`src/rtl/omsp_hmac_msg_packer.sv`:
```
// HMAC message packer: packs 8/16-bit fragments into big-endian blocks
// and appends Merkle-Damgard padding (0x80, zero fill, bit length).
module omsp_hmac_msg_packer #(
    parameter int BLOCK_BYTES = 64,
    parameter int LEN_BYTES   = 8,
    parameter int CNT_W       = 32
) (
    input  logic                     clk,
    input  logic                     reset,
    input  logic                     hmac_reset,
    input  logic                     start_continue,
    input  logic                     data_available,
    input  logic                     data_is_long,
    input  logic [15:0]              data_in,
    output logic                     busy,
    output logic                     blk_valid,
    input  logic                     blk_ready,
    output logic                     blk_last,
    output logic [8*BLOCK_BYTES-1:0] blk_data,
    output logic                     done
);

    localparam int PTR_W = $clog2(BLOCK_BYTES);
    localparam int BLK_W = 8 * BLOCK_BYTES;
    localparam int LEN_W = 8 * LEN_BYTES;
    localparam logic [PTR_W-1:0] PTR_LAST = PTR_W'(BLOCK_BYTES - 1);
    localparam logic [PTR_W-1:0] PTR_LEN  = PTR_W'(BLOCK_BYTES - LEN_BYTES);

    typedef enum logic [3:0] {
        READY,
        BYTE_HI,
        BYTE_LO,
        EMIT,
        PAD80,
        ZFILL,
        LEN,
        EMITP,
        EMITL,
        DONE
    } state_t;

    state_t             state_q, state_d;
    logic [PTR_W-1:0]   ptr_q, ptr_d;
    logic [CNT_W-1:0]   cnt_q, cnt_d;
    logic [BLK_W-1:0]   buf_q, buf_d;
    logic [15:0]        data_q, data_d;
    logic               pend_q, pend_d;

    logic               wr_en;
    logic [7:0]         wr_byte;
    logic               buf_clr;
    logic [LEN_W-1:0]   len_bits;
    logic [PTR_W-1:0]   len_off;

    assign len_bits = LEN_W'({cnt_q, 3'b000});
    assign len_off  = ptr_q - PTR_LEN;
    assign blk_data = buf_q;

    always_comb begin
        state_d   = state_q;
        ptr_d     = ptr_q;
        cnt_d     = cnt_q;
        data_d    = data_q;
        pend_d    = pend_q;
        wr_en     = 1'b0;
        wr_byte   = 8'h00;
        buf_clr   = 1'b0;
        blk_valid = 1'b0;
        blk_last  = 1'b0;
        done      = 1'b0;
        busy      = ((state_q != READY) && (state_q != DONE))
                  || ((state_q == READY) && start_continue);

        unique case (state_q)
            READY: begin
                if (start_continue) begin
                    if (data_available) begin
                        data_d  = data_in;
                        state_d = data_is_long ? BYTE_HI : BYTE_LO;
                    end else begin
                        state_d = PAD80;
                    end
                end
            end
            BYTE_HI: begin
                wr_en   = 1'b1;
                wr_byte = data_q[15:8];
                ptr_d   = ptr_q + PTR_W'(1);
                cnt_d   = cnt_q + CNT_W'(1);
                if (ptr_q == PTR_LAST) begin
                    pend_d  = 1'b1;
                    state_d = EMIT;
                end else begin
                    state_d = BYTE_LO;
                end
            end
            BYTE_LO: begin
                wr_en   = 1'b1;
                wr_byte = data_q[7:0];
                ptr_d   = ptr_q + PTR_W'(1);
                cnt_d   = cnt_q + CNT_W'(1);
                if (ptr_q == PTR_LAST) begin
                    pend_d  = 1'b0;
                    state_d = EMIT;
                end else begin
                    state_d = READY;
                end
            end
            EMIT: begin
                blk_valid = 1'b1;
                if (blk_ready) begin
                    buf_clr = 1'b1;
                    ptr_d   = '0;
                    pend_d  = 1'b0;
                    // A full block after the high byte still owes the low byte
                    state_d = pend_q ? BYTE_LO : READY;
                end
            end
            PAD80: begin
                wr_en   = 1'b1;
                wr_byte = 8'h80;
                ptr_d   = ptr_q + PTR_W'(1);
                state_d = (ptr_q == PTR_LAST) ? EMITP : ZFILL;
            end
            ZFILL: begin
                if (ptr_q == PTR_LEN) begin
                    state_d = LEN;
                end else begin
                    wr_en = 1'b1;
                    ptr_d = ptr_q + PTR_W'(1);
                    if (ptr_q == PTR_LAST) begin
                        state_d = EMITP;
                    end
                end
            end
            LEN: begin
                wr_en   = 1'b1;
                wr_byte = len_bits[LEN_W-8-8*int'(len_off) +: 8];
                ptr_d   = ptr_q + PTR_W'(1);
                if (ptr_q == PTR_LAST) begin
                    state_d = EMITL;
                end
            end
            EMITP: begin
                blk_valid = 1'b1;
                if (blk_ready) begin
                    buf_clr = 1'b1;
                    ptr_d   = '0;
                    state_d = ZFILL;
                end
            end
            EMITL: begin
                blk_valid = 1'b1;
                blk_last  = 1'b1;
                if (blk_ready) begin
                    state_d = DONE;
                end
            end
            DONE: begin
                done = 1'b1;
            end
            default: begin
                state_d = READY;
            end
        endcase
    end

    always_comb begin
        buf_d = buf_q;
        if (buf_clr) begin
            buf_d = '0;
        end
        if (wr_en) begin
            buf_d[BLK_W-8-8*int'(ptr_q) +: 8] = wr_byte;
        end
    end

    always_ff @(posedge clk) begin
        if (reset || hmac_reset) begin
            state_q <= READY;
            ptr_q   <= '0;
            cnt_q   <= '0;
            buf_q   <= '0;
            data_q  <= '0;
            pend_q  <= 1'b0;
        end else begin
            state_q <= state_d;
            ptr_q   <= ptr_d;
            cnt_q   <= cnt_d;
            buf_q   <= buf_d;
            data_q  <= data_d;
            pend_q  <= pend_d;
        end
    end

endmodule

```
`config.mk`:
```
export PLATFORM = sky130hd
export DESIGN_NAME = omsp_hmac_msg_packer
export DESIGN_NICKNAME = d
export VERILOG_FILES = /design/src/rtl/omsp_hmac_msg_packer.sv
export SDC_FILE = /design/constraint.sdc
export NUM_CORES = 1
export LEC_CHECK = 0
export CAP_MARGIN = 20
export CORE_MARGIN = 5
export CORE_UTILIZATION = 45
export DETAILED_ROUTE_END_ITERATION = 16
export PLACE_DENSITY = 0.7
export SKIP_LAST_GASP = 1
export SLEW_MARGIN = 20
export SYNTH_ARGS = -nofsm -noshare
export SYNTH_HDL_FRONTEND = slang
export SYNTH_SLANG_ARGS = --single-unit
```
`constraint.sdc`:
```
create_clock -name clk -period 7.8 [get_ports clk]
set_input_delay 1.56 -clock clk [delete_from_list [all_inputs] [get_ports clk]]
set_output_delay 1.56 -clock clk [all_outputs]
set_load 0.01 [all_outputs]
```
==> results of run 1 <==
## flip-flops by register name, summed over array words and instances, names as in the netlist
register,cells
blk_data,512
cnt_q,32
data_q,16
ptr_q,6
state_q,4
pend_q,1
## worst max-delay path by stage
stage,from,endpoint,slack (ns),cells after the start
CTS,start_continue,busy,3.15,5
global placement,start_continue,busy,3.14,5
detailed placement,start_continue,busy,3.17,5
floorplan,start_continue,busy,4.11,3
finish,start_continue,busy,3.15,5
global route,start_continue,busy,3.09,5
## worst min-delay path, cell delays in order, from the launching register on
cell and delay (ns):
dfxtp_1 0.31, nand2_1 0.05, o21ai_1 0.05
## through the flow
| stage | area, um2 | cells |
|---|---|---|
| after floorplan | 23200 | 2496 |
| after global placement | 28900 | 3551 |
| after detailed placement | 28900 | 3552 |
| after CTS | 30900 | 3655 |
| after global routing | 30900 | 3659 |
| final | 30900 | 3659 |
## kinds of logic (layout without fill, tap and decap cells)
group           after synthesis  after routing
simple gates                971            971
flops                       571            571
compound gates              391            391
mux                         335            335
buf+inv                     197            680
xor+xnor                     27             27
fa+ha+maj                     4              4
## cell usage in the layout (no fill, tap or decap), types with 4 or more instances in the layout
cell             instances
nand2_1                500
and2_1                   8
and3_1                   8
nand2_2                 18
clkbuf_1                13
nand3_2                  5
nor2b_1                  9
o21ai_0                124
o211ai_1                98
dfxtp_1                571
nor3_2                   6
xor2_1                  13
nand4_1                 57
nand3b_1                11
clkinv_2                12
nor2_8                   6
nor4_1                   7
xnor2_1                  9
o21ai_1                 13
clkbuf_8                 9
buf_4                   26
or3_1                    9
and4_1                   9
nand2b_1                17
nor3_1                  23
bufinv_16                7
nand3_1                168
and3b_1                 11
o21ai_4                  8
nor2_1                  65
inv_1                    8
mux4_2                   5
nand4b_1                 4
a21oi_1                100
clkdlybuf4s50_1        538
nor2_4                  11
clkbuf_16               59
mux2i_1                330
o21a_1                   4
ha_1                     4
## final cells by class
cell class | count | share of cell area
repair buffers | 569 | 0.183
flip-flops and latches | 571 | 0.369
well taps | 680 | 0.0275
inverters | 8 | 0.000971
clock buffers | 81 | 0.0533
multi-input cells | 1728 | 0.356
clock inverters | 22 | 0.0101
## metal layers
metal  vias to the layer above  track usage
li1                       9662            -
met1                     10127        0.365
met2                       828        0.486
met3                       181       0.0525
met4                         0        0.115
met5                         -            0
## power groups by stage
stage               Combinational [W]  Clock (W)  Sequential, W
floorplan                    0.000111          0        0.00299
global placement             0.000157          0        0.00299
detailed placement           0.000161          0        0.00299
CTS                          0.000161    0.00291        0.00292
global route                 0.000174    0.00304        0.00292
finish                       0.000164    0.00288        0.00292
==> reports/qor.yml, run 1 <==
n_antenna_cell: 0
hold_viol_final: 0
wl_met2_um: 41700
p_per_area_nw_per_um2: 193
synth_compound_area_frac: 0.104
ant_nets: 0
required_ns: 6.24
r2r_cells: 8
setup_ws_ns: 3.15
drv_slew: 0
p_int_w: 0.00466
tritoncts: "done"
synthAdderAreaFrac: 0.00216
critPathMaxFanout: 2
startpoint_type: "input pin"
vias: 20798
synth_mux_area_frac: 0.147
gp_congestion: 0.878
clockBufferDepth: 3
grt_max_degree: 226
antenna_found_initial: 0
cts_sinks: 571
rrSetupSlack_ns: 3.51
yosysSeqAreaShare: 0.493
clock_skew_ns: 0.0204
hpwl_um: 61400
leakage_nw: 11.1
overflow: 0
yosys_warnings: 0
max_slew.worst_pin.slew_ns: 1.14
yosys-top-cells-count: "dfxtp_1 (571), nand2_1 (502), mux2i_1 (330)"
yosysMostFrequentCell: "dfxtp_1"
max_cap_violations: 0
finalSetupTns_ns: 0
hold_depth: 2
synth_top_family_by_area: "simple AND/OR/NAND/NOR gates"
syn_inst: 2496
cts_resized: 0
row_count: 83
hp-class: "reg2reg"
seqCellArea_um2: 11400
fin_crit_sh: 0.596
wl_um: 86300
synthesis.nets: 2523
hp-start: "blk_data[351]"
drive_above_1_share: 0.0718
wire_per_inst_um: 23.6
drc: 0
dr.pass1.iters: 5
synthesis.area_um2: 23200
top_layer_used: "met4"
power.switching_w: 0.00131
post-route-min-period_ns: 4.65
status: "completed"
post_cts_buffers: 0
dieArea_um2: 56200
swShare: 0.220
maxSlewHeadroom: 0.233
die_y_um: 237
initial_core_util: 0.453
critPathTopFamily: "buffers and inverters"
portBuffers: 538
yosys.cell_types.count: 74
yosys_register_bits: 571
cp_common_cell: "clkdlybuf4s50_1"
min_to: "blk_data[351]"
power_frac_seq: 0.489
synth.avg_cell_area_um2: 9.30
coreArea_um2: 51200
dpl_worst_slack_ns: 3.17
root_buffer: "clkbuf_16"
wl_met3_um: 5950
rsz0062_at_grt: "false"
drt-initial-drc-count: 1696
grt_pass1_wl_um: 127000
finalSetupViolations: 0
synthArstFlopShare: 0
via_per_inst: 5.68
die_width_um: 237
cts_htree_levels: 2
r2r_start: "ptr_q[3]"
worstPathArrival_ns: 3.09
fillerInstances: 4336
syn2layout_area_growth_pct: 33.3
synth_top_flop_cell: "dfxtp_1"
path_cells: "clkdlybuf4s50_1, nor3_1, a21oi_1, or3_1, clkdlybuf4s50_1"
yosys.area.top_type_share: 0.493
multi_input_area_um2: 11000
grt_pass1_vias: 19936
nets: 2963
ir_drop_mv: 0.158
cts_buffers: 58
path_clk_slew_ns: 0.06
whs_ns: 0.451
clkPwrFrac: 0.483
synthXorXnorAreaFrac: 0.0125
r2r_end: "blk_data[391]"
cpMaxStageDelayCell: "clkdlybuf4s50_1"
grt_usage: 0.288
synth_simple_gate_area_frac: 0.203
worstSetupPathType: "in2out"
synth.area.top_cells: "dfxtp_1 (49%), mux2i_1 (14%), nand2_1 (8.1%)"
end_kind: "output port"
comb_power_share: 0.028
yosysTopAreaCell: "dfxtp_1"
ctsHoldBuffers: 0
io_pins: 539
met1Wirelength_um: 34700
max_freq_mhz: 215
synth_edf_count: 0
max_stage_delay_ns: 0.49
final_util: 0.604
clk-insertion-delay-late_ns: 0.63
cp_num_buf_inv: 2
total_power_w: 0.00597
No activity file was read; power rests on OpenSTA's default activity.
==> run 2, diff against run 1 <==
--- a/config.mk
+++ b/config.mk
@@ -9,7 +9,7 @@
 export CORE_MARGIN = 5
 export CORE_UTILIZATION = 45
 export DETAILED_ROUTE_END_ITERATION = 16
-export PLACE_DENSITY = 0.7
+export PLACE_DENSITY = 0.73
 export SKIP_LAST_GASP = 1
 export SLEW_MARGIN = 20
 export SYNTH_ARGS = -nofsm -noshare
==> constraint.sdc (replaced) <==
create_clock -name clk -period 3.8 [get_ports clk]
set_input_delay 0.76 -clock clk [delete_from_list [all_inputs] [get_ports clk]]
set_output_delay 0.76 -clock clk [all_outputs]
set_load 0.01 [all_outputs]
==> reports/qor.yml, run 2 (same netlist as run 1, synthesis figures left out) <==
drc: 0  # unchanged
dr.pass1.iters: 5  # unchanged
swShare: 0.221  # was 0.220
max_slew.worst_pin.slew_ns: 1.18  # was 1.14 ns
r2r_start: "ptr_q[0]"  # was ptr_q[3]
p_per_area_nw_per_um2: 386  # was 193 nW/um2
leakage_nw: 11.4  # was 11.1 nW
cts_resized: 0  # unchanged
die_width_um: 237  # unchanged
post-route-min-period_ns: 3.46
post_cts_buffers: 0  # unchanged
end_kind: "register"  # was output port
drt-initial-drc-count: 1811  # was 1,696
coreArea_um2: 51200  # unchanged
instances_no_fill: 3713  # was 3,659
critPathLaunch: "ptr_q[0]"  # was start_continue
max_cap_violations: 0  # unchanged
max_freq_mhz: 289
startpoint_type: "register"  # was input pin
hp-start: "blk_data[358]"  # was blk_data[351]
rsz0062_at_grt: "false"  # unchanged
clock_skew_ns: 0.0355  # was 0.0204 ns
cpMaxStageDelayCell: "nand2_1"  # was clkdlybuf4s50_1
via_per_inst: 5.74  # was 5.68
hpwl_um: 63000  # was 61,400 um
root_buffer: "clkbuf_16"  # unchanged
final_common_cell: "dfxtp_1"  # unchanged
critPathMaxFanout: 24  # was 2
finalSetupTns_ns: 0  # unchanged
grt_pass1_wl_um: 129000  # was 127,000 um
drv_slew: 0  # unchanged
initial_core_util: 0.453  # unchanged
finalSetupViolations: 0  # unchanged
ir_drop_mv: 0.294  # was 0.158 mV
antenna_found_initial: 3  # was 0
io_pins: 539  # unchanged
status: "completed"  # unchanged
dieArea_um2: 56200  # unchanged
cts_sinks: 571  # unchanged
final_area_um2: 31300  # was 30,900 um2
worstSetupPathType: "reg2reg"  # was in2out
grt_usage: 0.290  # was 0.288
overflow: 0  # unchanged
clk-insertion-delay-late_ns: 0.63  # about the same
grt_use_met2: 0.494  # was 0.486
ctsHoldBuffers: 0  # unchanged
max_stage_delay_ns: 0.80  # was 0.49 ns
path_clk_slew_ns: 0.06  # about the same
vias: 21315  # was 20,798
rrSetupSlack_ns: 0.34  # was 3.51 ns
place_inst: 3605  # was 3,552
grt-busiest-layer: "met2"  # unchanged
grt_pass1_vias: 20432  # was 19,936
required_ns: 4.27  # was 6.24 ns
hp-class: "reg2reg"  # unchanged
largest_reg_flops: 512  # unchanged
fin_crit_sh: 0.910
gp_congestion: 0.913  # was 0.878
use_met3: 0.0542  # was 0.0525
path_cells: "buf_4, ha_1, xor2_4, nor3_1, nand2_1, o211ai_1, a21oi_1"  # was clkdlybuf4s50_1, nor3_1, a21oi_1, or3_1, clkdlybuf4s50_1
syn2layout_area_growth_pct: 34.9  # was 33.3%
worstPathArrival_ns: 3.93  # was 3.09 ns
hold_viol_final: 0  # unchanged
comb_power_share: 0.030  # was 0.028
clkPwrFrac: 0.474  # was 0.483
drive_above_1_share: 0.0864  # was 0.0718
p_int_w: 0.00942  # was 0.00466 W
total_power_w: 0.0121  # was 0.00597 W
wl_um: 86800  # was 86,300 um
cts_buffers: 57  # was 58
die_y_um: 237  # unchanged
power_frac_seq: 0.496  # was 0.489
maxSlewHeadroom: 0.211  # was 0.233
row_count: 83  # unchanged
tritoncts: "done"  # unchanged
cts_htree_levels: 2  # unchanged
dpl_cell_area_um2: 29400  # was 28,900 um2
ant_nets: 0  # unchanged
power.switching_w: 0.00267  # was 0.00131 W
nets: 3014  # was 2,963
wire_per_inst_um: 23.4  # was 23.6 um
most-common-layout-cells: "dfxtp_1 (571), clkdlybuf4s50_1 (538), nand2_1 (500)"  # unchanged
grt_max_degree: 93  # was 226
portBuffers: 538  # unchanged
clockBufferDepth: 3  # unchanged
gr-usage-met1: 0.363  # was 0.365
run 2: changes by cell type in the layout (fill, tap and decap cells not counted), moves of 2 or more:
cell / delta
bufinv_16: -2
clkbuf_16: -2
buf_4: +49
diode_2: +2
clkinvlp_4: +2
nor3_2: -4
buf_12: +4
nor3_1: +4
clkbuf_8: +3
run 2: routing by layer:
layer	wire length (um)	vias up
met2	42100	933
met1	34100	10411
met4	4080	0
met5	0	-
met3	6460	200
li1	-	9771
run 2: layout make-up:
type	instances	area, um2
diodes	2	5.00
clock buffers	81	1640
clock inverters	22	270
fillers	4232	19900
inverters	8	30.0
multi-input cells	1728	11000
flip-flops and latches	571	11400
well taps	680	851
repair buffers	621	6090
run 2: worst paths after layout:
check	to	cells past startpoint
setup / recovery	blk_data[381]	7
hold reg to reg	blk_data[358]	2
hold / removal	blk_data[358]	2
setup reg to reg	blk_data[381]	7
run 2: critical path, delay by kind of cell (launching register included):
| family | cells | cell delay [ns] |
|---|---|---|
| AO/OA/AOI/OAI | 2 | 0.57 |
| buffers and inverters | 1 | 0.22 |
| AND/OR/NAND/NOR | 2 | 1.45 |
| XOR/XNOR | 1 | 0.23 |
| adder cells (fa/ha/maj) | 1 | 0.50 |
| flip-flops | 1 | 0.33 |
run 2: power groups by stage:
stage | clock network (W) | registers, W | logic, W
after global routing | 0.00603 | 0.00600 | 0.000381
final | 0.00573 | 0.00600 | 0.000359
after floorplan | 0 | 0.00613 | 0.000227
after detailed placement | 0 | 0.00613 | 0.000350
after global placement | 0 | 0.00613 | 0.000343
after CTS | 0.00580 | 0.00600 | 0.000351
run 2: per-stage QoR:
| stage | setup WS [ns] | util | hold WS (ns) |
|---|---|---|---|
| 4_1_cts | 0.462 | 0.611 | 0.457 |
| 5_1_grt | 0.174 | 0.611 | 0.473 |
| 6_report | 0.344 | 0.611 | 0.456 |
| 2_1_floorplan | 1.01 | - | 0.441 |
| 3_5_place_dp | 0.532 | 0.574 | 0.447 |
| 3_3_place_gp | 0.678 | 0.573 | 0.438 |
